==> src/rtl/png_chunk_framer_pkg.sv <==
// ============================================================================
// Module   : png_pkg
// Brief    : Shared types, constants and CRC helper for the PNG chunk framer.
// Revision : 1.0 - initial release
// ============================================================================
`default_nettype none

package png_pkg;

    typedef enum logic [2:0] {
        S_IDLE = 3'd0,
        S_LEN  = 3'd1,
        S_TYP  = 3'd2,
        S_DAT  = 3'd3,
        S_WCRC = 3'd4,
        S_CRC  = 3'd5,
        S_DONE = 3'd6
    } state_t;

    localparam logic [31:0] PNG_MAX_LEN   = 32'h7FFF_FFFF;
    localparam logic [31:0] PNG_TYPE_IHDR = 32'h4948_4452;
    localparam logic [31:0] PNG_TYPE_IDAT = 32'h4944_4154;
    localparam logic [31:0] PNG_TYPE_IEND = 32'h4945_4E44;
    localparam logic [31:0] CRC32_POLY    = 32'hEDB8_8320;

    // Reflected CRC-32 (zlib) update by one byte.
    function automatic logic [31:0] crc32_byte(input logic [31:0] crc, input logic [7:0] dat);
        logic [31:0] c;
        c = crc ^ {24'h0, dat};
        for (int i = 0; i < 8; i++) begin
            c = c[0] ? ((c >> 1) ^ CRC32_POLY) : (c >> 1);
        end
        return c;
    endfunction

    function automatic logic [7:0] msb_byte(input logic [31:0] word, input logic [1:0] idx);
        logic [7:0] b;
        case (idx)
            2'd0:    b = word[31:24];
            2'd1:    b = word[23:16];
            2'd2:    b = word[15:8];
            default: b = word[7:0];
        endcase
        return b;
    endfunction

endpackage

`default_nettype wire

==> src/rtl/png_chunk_framer_if.sv <==
// ============================================================================
// Module   : png_chunk_framer_if
// Brief    : Request, payload-in and byte-out signals of the PNG chunk framer.
// Revision : 1.0 - initial release
// ============================================================================
`default_nettype none

interface png_chunk_framer_if #(
    parameter int LEN_W = 32
);
    logic             start_i;
    logic [LEN_W-1:0] len_i;
    logic [31:0]      typ_i;
    logic             val_i;
    logic [7:0]       dat_i;
    logic             rdy_o;
    logic             val_o;
    logic [7:0]       dat_o;
    logic             lst_o;
    logic             rdy_i;
    logic             busy_o;
    logic             done_o;
    logic             err_o;

    modport master (
        output start_i, len_i, typ_i, val_i, dat_i, rdy_i,
        input  rdy_o, val_o, dat_o, lst_o, busy_o, done_o, err_o
    );

    modport slave (
        input  start_i, len_i, typ_i, val_i, dat_i, rdy_i,
        output rdy_o, val_o, dat_o, lst_o, busy_o, done_o, err_o
    );
endinterface

`default_nettype wire

==> src/rtl/png_chunk_framer_crc32.sv <==
// ============================================================================
// Module   : crc32
// Brief    : Byte-serial zlib CRC-32; result valid one cycle after the last byte.
// Revision : 1.0 - initial release
// ============================================================================
`default_nettype none

module crc32
    import png_pkg::*;
(
    input  wire logic        clk,
    input  wire logic        rstn,
    input  wire logic        start_i,
    input  wire logic        val_i,
    input  wire logic [7:0]  dat_i,
    input  wire logic        lst_i,
    output logic             val_o,
    output logic [31:0]      dat_o
);

    logic [31:0] r_crc;
    logic        r_val;
    logic [31:0] r_dat;
    logic [31:0] w_next;

    assign w_next = crc32_byte(r_crc, dat_i);

    always_ff @(posedge clk) begin
        if (!rstn) begin
            r_crc <= 32'hFFFF_FFFF;
            r_val <= 1'b0;
            r_dat <= 32'h0;
        end else begin
            r_val <= 1'b0;
            if (start_i) begin
                r_crc <= 32'hFFFF_FFFF;
            end else if (val_i) begin
                r_crc <= w_next;
                if (lst_i) begin
                    r_val <= 1'b1;
                    r_dat <= ~w_next;
                end
            end
        end
    end

    assign val_o = r_val;
    assign dat_o = r_dat;

endmodule

`default_nettype wire

==> src/rtl/png_chunk_framer.sv <==
// ============================================================================
// Module   : png_chunk_framer
// Brief    : Emits length, type, payload and CRC of one PNG chunk as bytes.
//            Optional PNG_LEN_CHK_EN rejects lengths above the PNG limit.
// Revision : 1.0 - initial release
// ============================================================================
`default_nettype none

module png_chunk_framer
    import png_pkg::*;
#(
    parameter int LEN_W = 32
)(
    input  wire logic         clk,
    input  wire logic         rst,
    png_chunk_framer_if.slave bus
);

    state_t           r_state;
    state_t           w_state_nxt;
    logic [LEN_W-1:0] r_len;
    logic [LEN_W-1:0] r_rem;
    logic [31:0]      r_typ;
    logic [31:0]      r_crc;
    logic [1:0]       r_bcnt;

    logic [31:0]      w_len32;
    logic             w_len_bad;
    logic             w_val_o;
    logic [7:0]       w_dat_o;
    logic             w_lst_o;
    logic             w_rdy_o;
    logic             w_busy;
    logic             w_done;
    logic             w_hdr_xfer;
    logic             w_dat_xfer;
    logic             w_crc_start;
    logic             w_crc_val;
    logic [7:0]       w_crc_dat;
    logic             w_crc_lst;
    logic             w_crc_vo;
    logic [31:0]      w_crc_do;

    assign w_len32 = 32'(r_len);

`ifdef PNG_LEN_CHK_EN
    logic r_err;

    assign w_len_bad = (32'(bus.len_i) > PNG_MAX_LEN);

    always_ff @(posedge clk) begin
        if (rst) begin
            r_err <= 1'b0;
        end else begin
            r_err <= (r_state == S_IDLE) && bus.start_i && w_len_bad;
        end
    end

    assign bus.err_o = r_err;
`else
    assign w_len_bad = 1'b0;
    assign bus.err_o = 1'b0;
`endif

    always_comb begin
        w_state_nxt = r_state;
        w_val_o     = 1'b0;
        w_dat_o     = 8'h00;
        w_lst_o     = 1'b0;
        w_rdy_o     = 1'b0;
        w_busy      = 1'b0;
        w_done      = 1'b0;
        w_hdr_xfer  = 1'b0;
        w_dat_xfer  = 1'b0;
        w_crc_start = 1'b0;
        w_crc_val   = 1'b0;
        w_crc_dat   = 8'h00;
        w_crc_lst   = 1'b0;
        unique case (r_state)
            S_IDLE: begin
                if (bus.start_i && !w_len_bad) begin
                    w_crc_start = 1'b1;
                    w_state_nxt = S_LEN;
                end
            end
            S_LEN: begin
                w_busy     = 1'b1;
                w_val_o    = 1'b1;
                w_dat_o    = msb_byte(w_len32, r_bcnt);
                w_hdr_xfer = bus.rdy_i;
                if (bus.rdy_i && (r_bcnt == 2'd3)) begin
                    w_state_nxt = S_TYP;
                end
            end
            S_TYP: begin
                w_busy     = 1'b1;
                w_val_o    = 1'b1;
                w_dat_o    = msb_byte(r_typ, r_bcnt);
                w_hdr_xfer = bus.rdy_i;
                // The CRC engine has no backpressure, so feed it only on transfers.
                if (bus.rdy_i) begin
                    w_crc_val = 1'b1;
                    w_crc_dat = w_dat_o;
                    if (r_bcnt == 2'd3) begin
                        w_crc_lst   = (r_len == '0);
                        w_state_nxt = (r_len == '0) ? S_WCRC : S_DAT;
                    end
                end
            end
            S_DAT: begin
                w_busy     = 1'b1;
                w_val_o    = bus.val_i;
                w_dat_o    = bus.dat_i;
                w_rdy_o    = bus.rdy_i;
                w_dat_xfer = bus.val_i && bus.rdy_i;
                if (w_dat_xfer) begin
                    w_crc_val = 1'b1;
                    w_crc_dat = bus.dat_i;
                    if (r_rem == LEN_W'(1)) begin
                        w_crc_lst   = 1'b1;
                        w_state_nxt = S_WCRC;
                    end
                end
            end
            S_WCRC: begin
                w_busy = 1'b1;
                if (w_crc_vo) begin
                    w_state_nxt = S_CRC;
                end
            end
            S_CRC: begin
                w_busy     = 1'b1;
                w_val_o    = 1'b1;
                w_dat_o    = msb_byte(r_crc, r_bcnt);
                w_lst_o    = (r_bcnt == 2'd3);
                w_hdr_xfer = bus.rdy_i;
                if (bus.rdy_i && (r_bcnt == 2'd3)) begin
                    w_state_nxt = S_DONE;
                end
            end
            S_DONE: begin
                w_done      = 1'b1;
                w_state_nxt = S_IDLE;
            end
            default: begin
                w_state_nxt = S_IDLE;
            end
        endcase
    end

    always_ff @(posedge clk) begin
        if (rst) begin
            r_state <= S_IDLE;
            r_len   <= '0;
            r_rem   <= '0;
            r_typ   <= 32'h0;
            r_crc   <= 32'h0;
            r_bcnt  <= 2'd0;
        end else begin
            r_state <= w_state_nxt;
            if (w_crc_start) begin
                r_len  <= bus.len_i;
                r_rem  <= bus.len_i;
                r_typ  <= bus.typ_i;
                r_bcnt <= 2'd0;
            end
            if (w_hdr_xfer) begin
                r_bcnt <= r_bcnt + 2'd1;
            end
            if (w_dat_xfer) begin
                r_rem <= r_rem - LEN_W'(1);
            end
            if ((r_state == S_WCRC) && w_crc_vo) begin
                r_crc <= w_crc_do;
            end
        end
    end

    crc32 u_crc32 (
        .clk     (clk),
        .rstn    (~rst),
        .start_i (w_crc_start),
        .val_i   (w_crc_val),
        .dat_i   (w_crc_dat),
        .lst_i   (w_crc_lst),
        .val_o   (w_crc_vo),
        .dat_o   (w_crc_do)
    );

    assign bus.val_o  = w_val_o;
    assign bus.dat_o  = w_dat_o;
    assign bus.lst_o  = w_lst_o;
    assign bus.rdy_o  = w_rdy_o;
    assign bus.busy_o = w_busy;
    assign bus.done_o = w_done;

endmodule

`default_nettype wire

==> src/flat_wrapper.sv <==
// flat-port wrapper written by rule: the top's interface ports become plain ports
module png_chunk_framer_flat import png_pkg::*;
#(
    parameter int LEN_W = 32
)
  (clk, rst, bus_start_i, bus_len_i, bus_typ_i, bus_val_i, bus_dat_i, bus_rdy_i, bus_rdy_o, bus_val_o, bus_dat_o, bus_lst_o, bus_busy_o, bus_done_o, bus_err_o);
  png_chunk_framer_if #(.LEN_W(LEN_W)) bus_i ();
  input  wire logic clk;
  input  wire logic rst;
  input wire logic [$bits(bus_i.start_i)-1:0] bus_start_i;
  input wire logic [$bits(bus_i.len_i)-1:0] bus_len_i;
  input wire logic [$bits(bus_i.typ_i)-1:0] bus_typ_i;
  input wire logic [$bits(bus_i.val_i)-1:0] bus_val_i;
  input wire logic [$bits(bus_i.dat_i)-1:0] bus_dat_i;
  input wire logic [$bits(bus_i.rdy_i)-1:0] bus_rdy_i;
  output wire logic [$bits(bus_i.rdy_o)-1:0] bus_rdy_o;
  output wire logic [$bits(bus_i.val_o)-1:0] bus_val_o;
  output wire logic [$bits(bus_i.dat_o)-1:0] bus_dat_o;
  output wire logic [$bits(bus_i.lst_o)-1:0] bus_lst_o;
  output wire logic [$bits(bus_i.busy_o)-1:0] bus_busy_o;
  output wire logic [$bits(bus_i.done_o)-1:0] bus_done_o;
  output wire logic [$bits(bus_i.err_o)-1:0] bus_err_o;
  assign bus_i.start_i = bus_start_i;
  assign bus_i.len_i = bus_len_i;
  assign bus_i.typ_i = bus_typ_i;
  assign bus_i.val_i = bus_val_i;
  assign bus_i.dat_i = bus_dat_i;
  assign bus_i.rdy_i = bus_rdy_i;
  assign bus_rdy_o = bus_i.rdy_o;
  assign bus_val_o = bus_i.val_o;
  assign bus_dat_o = bus_i.dat_o;
  assign bus_lst_o = bus_i.lst_o;
  assign bus_busy_o = bus_i.busy_o;
  assign bus_done_o = bus_i.done_o;
  assign bus_err_o = bus_i.err_o;
  png_chunk_framer #(.LEN_W(LEN_W)) u_core (.clk(clk), .rst(rst), .bus(bus_i));
endmodule
==> config.mk <==
export PLATFORM = sky130hd
export DESIGN_NAME = png_chunk_framer_flat
export DESIGN_NICKNAME = d
export VERILOG_FILES = /design/src/rtl/png_chunk_framer_pkg.sv /design/src/rtl/png_chunk_framer_if.sv /design/src/rtl/png_chunk_framer_crc32.sv /design/src/rtl/png_chunk_framer.sv /design/src/flat_wrapper.sv
export SDC_FILE = /design/constraint.sdc
export NUM_CORES = 1
export LEC_CHECK = 0
export CAP_MARGIN = 20
export CORE_UTILIZATION = 40
export CTS_BUF_LIST = sky130_fd_sc_hd__clkbuf_8
export DETAILED_ROUTE_END_ITERATION = 7
export GPL_TIMING_DRIVEN = 0
export HOLD_SLACK_MARGIN = 0.12
export PLACE_DENSITY = 0.71
export SKIP_CTS_REPAIR_TIMING = 1
export SLEW_MARGIN = 20
export SYNTH_ARGS = -nofsm -noshare
export SYNTH_HDL_FRONTEND = slang
export SYNTH_SLANG_ARGS = --single-unit
==> constraint.sdc <==
create_clock -name clk -period 2.6 [get_ports clk]
set_input_delay 0.26 -clock clk [delete_from_list [all_inputs] [get_ports clk]]
set_output_delay 0.26 -clock clk [all_outputs]
set_load 0.05 [all_outputs]
# Word level (Yosys, flattened, before mapping)
# Index checks and enable logic that the tools add are counted.
# op_classes
addsub	2
eq_ne	18
muxes	47
n_bitwise	12
n_reduce_logical	14
# ops
op	n
two-way mux 32 bit	10
inverter 13 -> 14 bit	8
one-hot mux 8 bit (3 select lines)	3
equality test 32 x 1 -> 1 bit, second input constant	1
logical NOT 32 bit	1
inverter 32 bit	1
one-hot mux 8 bit (4 select lines)	1
subtractor 32 x 1 -> 32 bit, second input constant	1
XOR 32 x 8 -> 32 bit	1
two-way mux 3 bit	9
one-hot mux 3 bit (6 select lines)	1
two-way mux 8 bit	2
one-hot mux 8 bit (2 select lines)	1
two-way mux 1 bit	15
inequality test 2 x 1 -> 1 bit, second input constant	5
equality test 3 bit, second input constant	3
AND reduction 8 bit	1
equality test 3 x 2 -> 1 bit, second input constant	2
inequality test 2 bit, second input constant	3
one-hot mux 1 bit (2 select lines)	3
OR reduction 3 bit	2
OR reduction 5 bit	1
equality test 2 bit, second input constant	2
two-way mux 2 bit	2
other kinds (10)	14
# word_totals
reg_bits	198
out_inout_bits	14

# Longest topological paths before layout
# Gate-level depths: netlist of the first run.
# logic_depth
ltp_word	22
depth_mapped	11
ltp_nobuf	10

# Cells and area by module
# Synthesis of the first run repeated with hierarchy kept, for this count alone.
# unflattened
cells_unflattened	1129
area_unflattened_um2	9447.8
# by_module_without_submodules
module	n_inst	cells_per_inst	area_per_inst_um2	seq_area_each_um2
png_chunk_framer	1	816	6337.3	2662.6
crc32	1	313	3110.5	1301.2

# Least setup slack after synthesis of the first run
# Ideal clock, no wire load.
# synth_path
path_type	reg-to-output
from	reg u_core.r_state[2]
to	out bus_dat_o[0]
t_arrival_ns	2.648
required_time_ns	2.340
path_slack_ns	-0.308
path_stages_with_launch	6
n_path_buf	3
cell_sequence	dfxtp_1 > buf_4 > clkbuf_1 > clkbuf_1 > mux2_2 > o21ai_0
# synth_between
elab_chain_cells	2
word_cells_on_any_way	5
cone_classes	eq/ne: 4; mux: 1
# synth_rtl
item	line	source
start, declared	png_chunk_framer.sv:19	state_t r_state;
start signal, assigned	png_chunk_framer.sv:160	r_state <= w_state_nxt;
equality test 3 bit, or another cell as far along	png_chunk_framer.sv:79	unique case (r_state)
one-hot mux 8 bit (4 select lines) *	png_chunk_framer.sv:79	
end, declared	flat_wrapper.sv:18	output wire logic [$bits(bus_i.dat_o)-1:0] bus_dat_o;
# Mark *: on every way between the ends. The rest lies on a longest branch, timed or not.

# Worst setup path in the final report of the first run
# layout_path
from	reg u_core.r_bcnt[0]
to	reg u_core.u_crc32.r_dat[27], in the netlist u_core.u_crc32.dat_o[27]
# layout_between
elab_chain_cells	17
word_cells_on_any_way	25
cone_classes	eq/ne: 3; mux: 14; bitwise: 6; reduce/logical: 2
# layout_rtl
item	line	source
start, declared	png_chunk_framer.sv:25	logic [1:0] r_bcnt;
start signal, assigned	png_chunk_framer.sv:168	r_bcnt <= r_bcnt + 2'd1;
equality test 2 bit, or another cell as far along	png_chunk_framer_pkg.sv:38	case (idx)
one-hot mux 8 bit (3 select lines)	png_chunk_framer_pkg.sv:38	
two-way mux 8 bit	png_chunk_framer.sv:101	if (bus.rdy_i) begin
one-hot mux 8 bit (2 select lines)	png_chunk_framer.sv:79	
XOR 32 x 8 -> 32 bit	png_chunk_framer_pkg.sv:29	c = crc ^ {24'h0, dat};
two-way mux 32 bit (4 in series)	png_chunk_framer_pkg.sv:31	c = c[0] ? ((c >> 1) ^ CRC32_POLY) : (c >> 1);
inverter 13 -> 14 bit (no source line)	-	
two-way mux 32 bit	png_chunk_framer_pkg.sv:31	
inverter 13 -> 14 bit (no source line)	-	
two-way mux 32 bit (2 in series)	png_chunk_framer_pkg.sv:31	
inverter 13 -> 14 bit (no source line)	-	
two-way mux 32 bit	png_chunk_framer_pkg.sv:31	
inverter 32 bit	png_chunk_framer_crc32.sv:41	r_dat <= ~w_next;
end signal, assigned	png_chunk_framer_crc32.sv:41	
end, declared	png_chunk_framer_crc32.sv:23	logic [31:0] r_dat;
# Parallel ways exist; a longest one is shown, timed or not.
# A chain may end at the register's enable or synchronous reset.

==> impl_metrics.toml, run 1 <==
[clock_network]
cts_tree = "done"
clock_latency_ns = 0.51
cts.sink_count = 198
total_number_of_h_tree_levels = 4
clk_root_buffer_cell = "sky130_fd_sc_hd__clkbuf_8"
cts_max_path_buffers = 2
clk_pin_slew_ns = 0.11
tritoncts.num_buffers = 17

[route]
vias = 9603
vias_per_cell = 5.77
detail_route.iter0.violations = 1023
wl_per_cell_um = 20.5
ant_nets = 0
drtPass1Iterations = 8
drc = 0
route.final.wire_length_um = 34200

[grt]
gr-total-overflow = 0
grt_max_degree = 19
grt_antenna_before_repair = 0
grt_pass1_wl_um = 46500
gr-usage-all-layers_pct = 25.1
first_global_vias = 8518

[die]
die_x_um = 156
start_util_pct = 40.6
number_of_placement_rows = 56
die_area_mm2 = 0.0244
num_io_pins = 91
core_area_mm2 = 0.0234
floorplan.die.height_um = 156

[timing]
clock_period_minus_worst_slack_ns = 2.95
setup_violations = 49
maxSlewViolCount = 0
grt_setup_unrepaired = "yes"
final_clock_skew_ns = 0.0249
fin_crit_sh_pct = 113
fmax_ghz = 0.340
finalWorstSetupSlack_ns = -0.345
relSlewSlack_pct = 39.2
finalHoldViolCount = 0
timing_worst_slew_pin_value_ns = 0.913

[flow_run]
drv_cap = 0

[place]
routabilityCongestion = 0.902
place_hpwl_um = 22800
port_buffers = 88
placed_cells_incl_taps = 1555
dpl-instance-area_mm2 = 0.0108
pre_cts_slack_ns = -0.873

[layout]
nets = 1415
nFillCells = 2001
area_delta_synth_final_pct = 36.9
post_route_cells_drive_above_1_share_pct = 22.5
number_of_standard_cells_in_the_layout_taps_in_and_fillers_out = 1664
diodes = 0
stdcell_area_mm2 = 0.0130

[synthesis]
post_synth_inst_count = 1148
synth-edff-count = 0
synth_top_cell_by_area = "sky130_fd_sc_hd__dfxtp_1"
synth_fp_nets = 1231
synth.top_cell.area_share_pct = 41.8
synthTopCellsByArea = "sky130_fd_sc_hd__dfxtp_1 42%, sky130_fd_sc_hd__nand2_1 11%, sky130_fd_sc_hd__a21oi_1 8.0%"
synth.avg_cell_area_um2 = 8.27
synth-warning-count = 0
seq_area_frac_synth_pct = 41.8
synth-seq-cells = 198
postSynth.asyncResetShare_pct = 0
netlist_area_before_placement_mm2 = 0.00949
ys_dominant_reg_cell = "sky130_fd_sc_hd__dfxtp_1"
synth.distinct_cells = 64

[power]
swShare_pct = 30.6
power.combinational.fraction_pct = 17.6
reported_net_switching_power_w = 0.00203
seq_power_share_pct = 49.5
static-leakage-power_nw = 4.85
vdd_drop_max_mv = 0.400
power_frac_clock_pct = 32.9
internal-power_w = 0.00461
power.density_mw_per_mm2 = 511

[setup_path]
worst_reg_to_reg_cells = 12
number_of_buffer_and_inverter_stages_on_the_critical_path = 3
cp.required_ns = 2.97
biggest_cell_delay_along_the_critical_path_ns = 0.54
timing.critical_path.cells = "inv_4 -> ha_4 -> buf_8 -> a22oi_2 -> a21oi_2 -> a22oi_2 -> xnor2_4 -> buf_12 -> xnor2_4 -> xnor3_2 -> nor2_4 -> nor3_2"
crit_family = "XOR/XNOR gates"
worstSetupPathDepth = 12
crit-reg2reg-capture = "u_core.u_crc32.dat_o[27]"
regToRegSetupSlack_ns = -0.35
arrival_ns = 3.31
class_of_the_most_critical_setup_path = "register to register"
worst_r2r_startpoint = "u_core.r_bcnt[0]"
worstSetupStartpointType = "register"
timing.critical_path.fanout_max = 6
critPathCaptureType = "register"
worst_path_max_delay_cell = "sky130_fd_sc_hd__xnor3_2"

[min_path]
worstHoldStart = "bus_typ_i[12]"
worst_hold_path.endpoint = "u_core.r_typ[12]"
worst_min_delay_path_class = "primary input to register"
timing.hold.worst_path_depth = 3

[run_status]
violated_checks = "negative setup slack"
status = "finished, violations left"
==> worst min-delay path: cells and delay by family <==
| kind | cells | cell delay, ns |
|---|---|---|
| and+or+nand+nor | 1 | 0.06 |
| AOI/OAI and AO/OA | 1 | 0.05 |
| buffers and inverters | 1 | 0.40 |
==> cells in the mapped netlist (13+ instances only) <==
| cell type | number |
|---|---|
| sky130_fd_sc_hd__a21oi_1 | 152 |
| sky130_fd_sc_hd__a222oi_1 | 17 |
| sky130_fd_sc_hd__a31oi_1 | 21 |
| sky130_fd_sc_hd__clkbuf_1 | 66 |
| sky130_fd_sc_hd__dfxtp_1 | 198 |
| sky130_fd_sc_hd__mux2i_1 | 13 |
| sky130_fd_sc_hd__nand2_1 | 269 |
| sky130_fd_sc_hd__nor2_1 | 78 |
| sky130_fd_sc_hd__nor3_1 | 21 |
| sky130_fd_sc_hd__nor4_1 | 14 |
| sky130_fd_sc_hd__o211ai_1 | 24 |
| sky130_fd_sc_hd__o21ai_0 | 29 |
| sky130_fd_sc_hd__xnor2_1 | 35 |
==> how the worst max path moves through the flow <==
stage	startpoint	to	slack [ns]
final	u_core.r_bcnt[0]	u_core.u_crc32.dat_o[27]	-0.35
after global routing	u_core.r_bcnt[0]	u_core.u_crc32.dat_o[18]	-0.40
after CTS	u_core.r_bcnt[0]	bus_dat_o[2]	-1.24
after detailed placement	bus_rdy_i	u_core.u_crc32.dat_o[19]	-0.87
after global placement	bus_rdy_i	u_core.u_crc32.dat_o[19]	-0.86
after floorplan	u_core.r_state[2]	u_core.u_crc32.dat_o[25]	0.05
==> registers in the layout, summed over array words and instances (netlist names) <==
| signal | flops |
|---|---|
| u_core.r_crc | 32 |
| u_core.r_len | 32 |
| u_core.r_rem | 32 |
| u_core.r_typ | 32 |
| u_core.u_crc32.dat_o | 32 |
| u_core.u_crc32.r_crc | 32 |
| u_core.r_state | 3 |
| u_core.r_bcnt | 2 |
| u_core.u_crc32.val_o | 1 |
==> cell usage in the layout, fill, tap and decap left out, types with 6 or more instances in the layout <==
cell type / n
sky130_fd_sc_hd__a211oi_2: 6
sky130_fd_sc_hd__a21o_1: 9
sky130_fd_sc_hd__a21oi_1: 143
sky130_fd_sc_hd__a21oi_2: 9
sky130_fd_sc_hd__a222oi_1: 17
sky130_fd_sc_hd__a22oi_2: 9
sky130_fd_sc_hd__a31oi_1: 21
sky130_fd_sc_hd__and3_1: 7
sky130_fd_sc_hd__buf_12: 12
sky130_fd_sc_hd__buf_4: 58
sky130_fd_sc_hd__buf_6: 29
sky130_fd_sc_hd__buf_8: 6
sky130_fd_sc_hd__clkbuf_1: 49
sky130_fd_sc_hd__clkbuf_2: 9
sky130_fd_sc_hd__clkbuf_8: 17
sky130_fd_sc_hd__clkdlybuf4s50_1: 75
sky130_fd_sc_hd__dfxtp_1: 191
sky130_fd_sc_hd__inv_1: 7
sky130_fd_sc_hd__inv_6: 6
sky130_fd_sc_hd__mux2_4: 7
sky130_fd_sc_hd__mux2i_1: 13
sky130_fd_sc_hd__nand2_1: 265
sky130_fd_sc_hd__nand3_1: 10
sky130_fd_sc_hd__nor2_1: 75
sky130_fd_sc_hd__nor2b_1: 7
sky130_fd_sc_hd__nor3_1: 19
sky130_fd_sc_hd__nor4_1: 11
sky130_fd_sc_hd__o211ai_1: 24
sky130_fd_sc_hd__o21ai_0: 19
sky130_fd_sc_hd__o311ai_0: 6
sky130_fd_sc_hd__or3_1: 8
sky130_fd_sc_hd__or4_1: 6
sky130_fd_sc_hd__xnor2_1: 11
sky130_fd_sc_hd__xnor2_2: 15
sky130_fd_sc_hd__xnor2_4: 21
sky130_fd_sc_hd__xor2_2: 10
==> per-stage QoR <==
stage	hold WS [ns]	utilization (%)	TNS (ns)	total power, W
after detailed placement	0.446	46.0	-40.96	0.00429
after global placement	0.440	46.0	-39.63	0.00427
final	0.298	55.5	-8.10	0.00664
after floorplan	0.396	-	0	0.00388
after global routing	0.318	55.5	-11.62	0.00683
after CTS	0.299	47.9	-35.07	0.00640
==> power groups by stage <==
| stage | clock, W | sequential [W] | combinational (W) |
|---|---|---|---|
| 2_1_floorplan | 0 | 0.00330 | 0.000582 |
| 3_5_place_dp | 0 | 0.00333 | 0.000952 |
| 6_report | 0.00218 | 0.00329 | 0.00117 |
| 3_3_place_gp | 0 | 0.00333 | 0.000940 |
| 4_1_cts | 0.00217 | 0.00327 | 0.000957 |
| 5_1_grt | 0.00229 | 0.00330 | 0.00124 |
==> routing by layer <==
| layer | track usage, % | routed length, um | part of all wire [%] | vias up |
|---|---|---|---|---|
| li1 | - | - | - | 4388 |
| met1 | 32.0 | 13600 | 40 | 4526 |
| met2 | 40.9 | 15700 | 46 | 557 |
| met3 | 4.22 | 3040 | 8.9 | 132 |
| met4 | 12.5 | 1810 | 5.3 | 0 |
| met5 | 0 | 0 | 0 | - |
==> logic make-up after synthesis <==
logic type / count (synthesis) / synth area share (%)
AND/OR/NAND/NOR: 457 / 21.2
buffers and inverters: 94 / 4.10
adder cells (fa/ha/maj): 6 / 0.791
other: 1 / 0.0395
XOR/XNOR: 68 / 9.63
multiplexers: 21 / 2.32
flip-flops: 198 / 41.8
AO/OA/AOI/OAI: 303 / 20.2
==> layout make-up <==
cell class / instances / area (um2) / share of cell area (%)
sequential: 198 / 3980 / 30.6
timing repair buffer: 170 / 1730 / 13.3
multi-input combinational: 856 / 5970 / 45.9
tap: 319 / 399 / 3.07
inverter: 10 / 42.5 / 0.327
clock buffer: 17 / 234 / 1.80
buffer: 79 / 455 / 3.50
clock inverter: 15 / 190 / 1.46
Power figures use the tool's default switching activity.
==> run 2: changes to the inputs <==
Settings changed: HOLD_SLACK_MARGIN 0.12 to 0.15.
==> results of run 2 <==
Same layout as run 1: the final DEF is identical, and so are final timing and power.
==> run 3: changes to the inputs <==
Settings changed: SETUP_SLACK_MARGIN set to 0.4.
==> impl_metrics.toml, run 3 (synthesis results as in run 1) <==
[route]
wl_per_cell_um = 20.6
drc = 9
vias = 9655
detail_route.iter0.violations = 1013
vias_per_cell = 5.78
ant_nets = 0
drtPass1Iterations = 8
route.final.wire_length_um = 34400

[place]
place_hpwl_um = 22900
port_buffers = 88
routabilityCongestion = 0.942
dpl-instance-area_mm2 = 0.0110

[die]
number_of_placement_rows = 56
floorplan.die.height_um = 156
die_x_um = 156
start_util_pct = 40.6
die_area_mm2 = 0.0244
num_io_pins = 91
core_area_mm2 = 0.0234

[setup_path]
regToRegSetupSlack_ns = -0.31
critPathCaptureType = "register"
arrival_ns = 3.25
worst_r2r_startpoint = "u_core.r_bcnt[0]"
timing.critical_path.fanout_max = 7
cp.required_ns = 2.94
worst_reg_to_reg_cells = 12
crit-reg2reg-capture = "u_core.u_crc32.dat_o[17]"
worstSetupStartpointType = "register"
class_of_the_most_critical_setup_path = "register to register"

[min_path]
worst_min_delay_path_class = "primary input to register"
worstHoldStart = "bus_typ_i[0]"
timing.hold.worst_path_depth = 3
worst_hold_path.endpoint = "u_core.r_typ[0]"

[flow_run]
drv_cap = 0

[clock_network]
total_number_of_h_tree_levels = 4
clk_root_buffer_cell = "sky130_fd_sc_hd__clkbuf_8"
clock_latency_ns = 0.47
clk_pin_slew_ns = 0.10
tritoncts.num_buffers = 17
cts_tree = "done"
cts_max_path_buffers = 2
cts.sink_count = 198

[grt]
first_global_vias = 8409
gr-usage-all-layers_pct = 25.1
gr-total-overflow = 0
grt_max_degree = 18
grt_antenna_before_repair = 0
grt_pass1_wl_um = 46300

[power]
swShare_pct = 31.7
seq_power_share_pct = 51.5
internal-power_w = 0.00436
power.combinational.fraction_pct = 19.9
power_frac_clock_pct = 28.6
power.density_mw_per_mm2 = 485
static-leakage-power_nw = 4.90
vdd_drop_max_mv = 0.350
reported_net_switching_power_w = 0.00203

[timing]
finalWorstSetupSlack_ns = -0.307
fin_crit_sh_pct = 112
clock_period_minus_worst_slack_ns = 2.91
timing_worst_slew_pin_value_ns = 0.887
final_clock_skew_ns = 0.0155
relSlewSlack_pct = 40.8
fin_tns_setup_ns = -8.16
setup_violations = 54
fmax_ghz = 0.344
grt_setup_unrepaired = "yes"
maxSlewViolCount = 0
finalHoldViolCount = 0

[layout]
nets = 1420
mostFrequentLayoutCells = "248 x sky130_fd_sc_hd__nand2_1, 189 x sky130_fd_sc_hd__dfxtp_1, 128 x sky130_fd_sc_hd__a21oi_1"
diodes = 0
most_common_cell_after_layout_fill_and_taps_aside = "sky130_fd_sc_hd__nand2_1"
stdcell_area_mm2 = 0.0132
area_delta_synth_final_pct = 38.7
post_route_cells_drive_above_1_share_pct = 25.6

[run_status]
violated_checks = "design-rule violations, negative setup slack"
status = "finished, violations left"
==> run 3: stage by stage <==
step                utilization [%]  power (W)  worst slack, ns  hold slack (ns)  instances
detailed placement             47.1    0.00433           -0.945            0.443       1555
finish                         56.3    0.00639           -0.307            0.330       1669
global placement               47.1    0.00432           -0.979            0.441       1555
floorplan                         -    0.00392           0.0982            0.396       1148
CTS                            48.6    0.00610           -0.969            0.314       1587
global route                   56.3    0.00659           -0.344            0.325       1669
==> run 3: final cells by class <==
cell class | count | area, um2
clock inverter | 15 | 108
timing repair buffer | 169 | 1690
tap | 319 | 399
inverter | 10 | 42.5
fill | 1995 | 10200
multi-input combinational | 857 | 6180
sequential | 198 | 3990
clock buffer | 17 | 234
buffer | 84 | 529
==> run 3: worst max path at each step <==
stage                          start                  endpoint  slack (ns)  cells past startpoint
floorplan           u_core.r_rem[13]          u_core.r_rem[27]         0.1                      9
global placement           bus_rdy_i  u_core.u_crc32.dat_o[19]       -0.98                      9
detailed placement         bus_rdy_i  u_core.u_crc32.dat_o[19]       -0.95                      9
CTS                 u_core.r_bcnt[1]              bus_dat_o[1]       -0.97                      8
global route        u_core.r_bcnt[0]  u_core.u_crc32.dat_o[17]       -0.34                     12
finish              u_core.r_bcnt[0]  u_core.u_crc32.dat_o[17]       -0.31                     12
==> run 3: routing by layer <==
metal | global-route usage, % | part of all wire, % | vias up
li1 | - | - | 4399
met4 | 9.38 | 4.8 | 0
met3 | 5.17 | 8.4 | 122
met2 | 42.0 | 47 | 533
met5 | 0 | 0 | -
met1 | 31.6 | 39 | 4601
==> run 3: critical path: stages, from the launching register on <==
cell	delay (ns)
sky130_fd_sc_hd__dfxtp_4	0.42
sky130_fd_sc_hd__inv_4	0.06
sky130_fd_sc_hd__ha_4	0.19
sky130_fd_sc_hd__buf_8	0.15
sky130_fd_sc_hd__a22oi_2	0.18
sky130_fd_sc_hd__a21oi_2	0.10
sky130_fd_sc_hd__a22oi_2	0.42
sky130_fd_sc_hd__xnor2_4	0.24
sky130_fd_sc_hd__xnor2_4	0.20
sky130_fd_sc_hd__buf_12	0.16
sky130_fd_sc_hd__xor3_2	0.42
sky130_fd_sc_hd__mux2i_1	0.16
sky130_fd_sc_hd__nor2_1	0.05
==> run 3: power by group through the flow <==
stage	combinational (W)	sequential, W	clock (W)
4_1_cts	0.000996	0.00327	0.00183
3_5_place_dp	0.000991	0.00334	0
5_1_grt	0.00135	0.00330	0.00195
3_3_place_gp	0.000980	0.00334	0
2_1_floorplan	0.000619	0.00330	0
6_report	0.00127	0.00329	0.00183
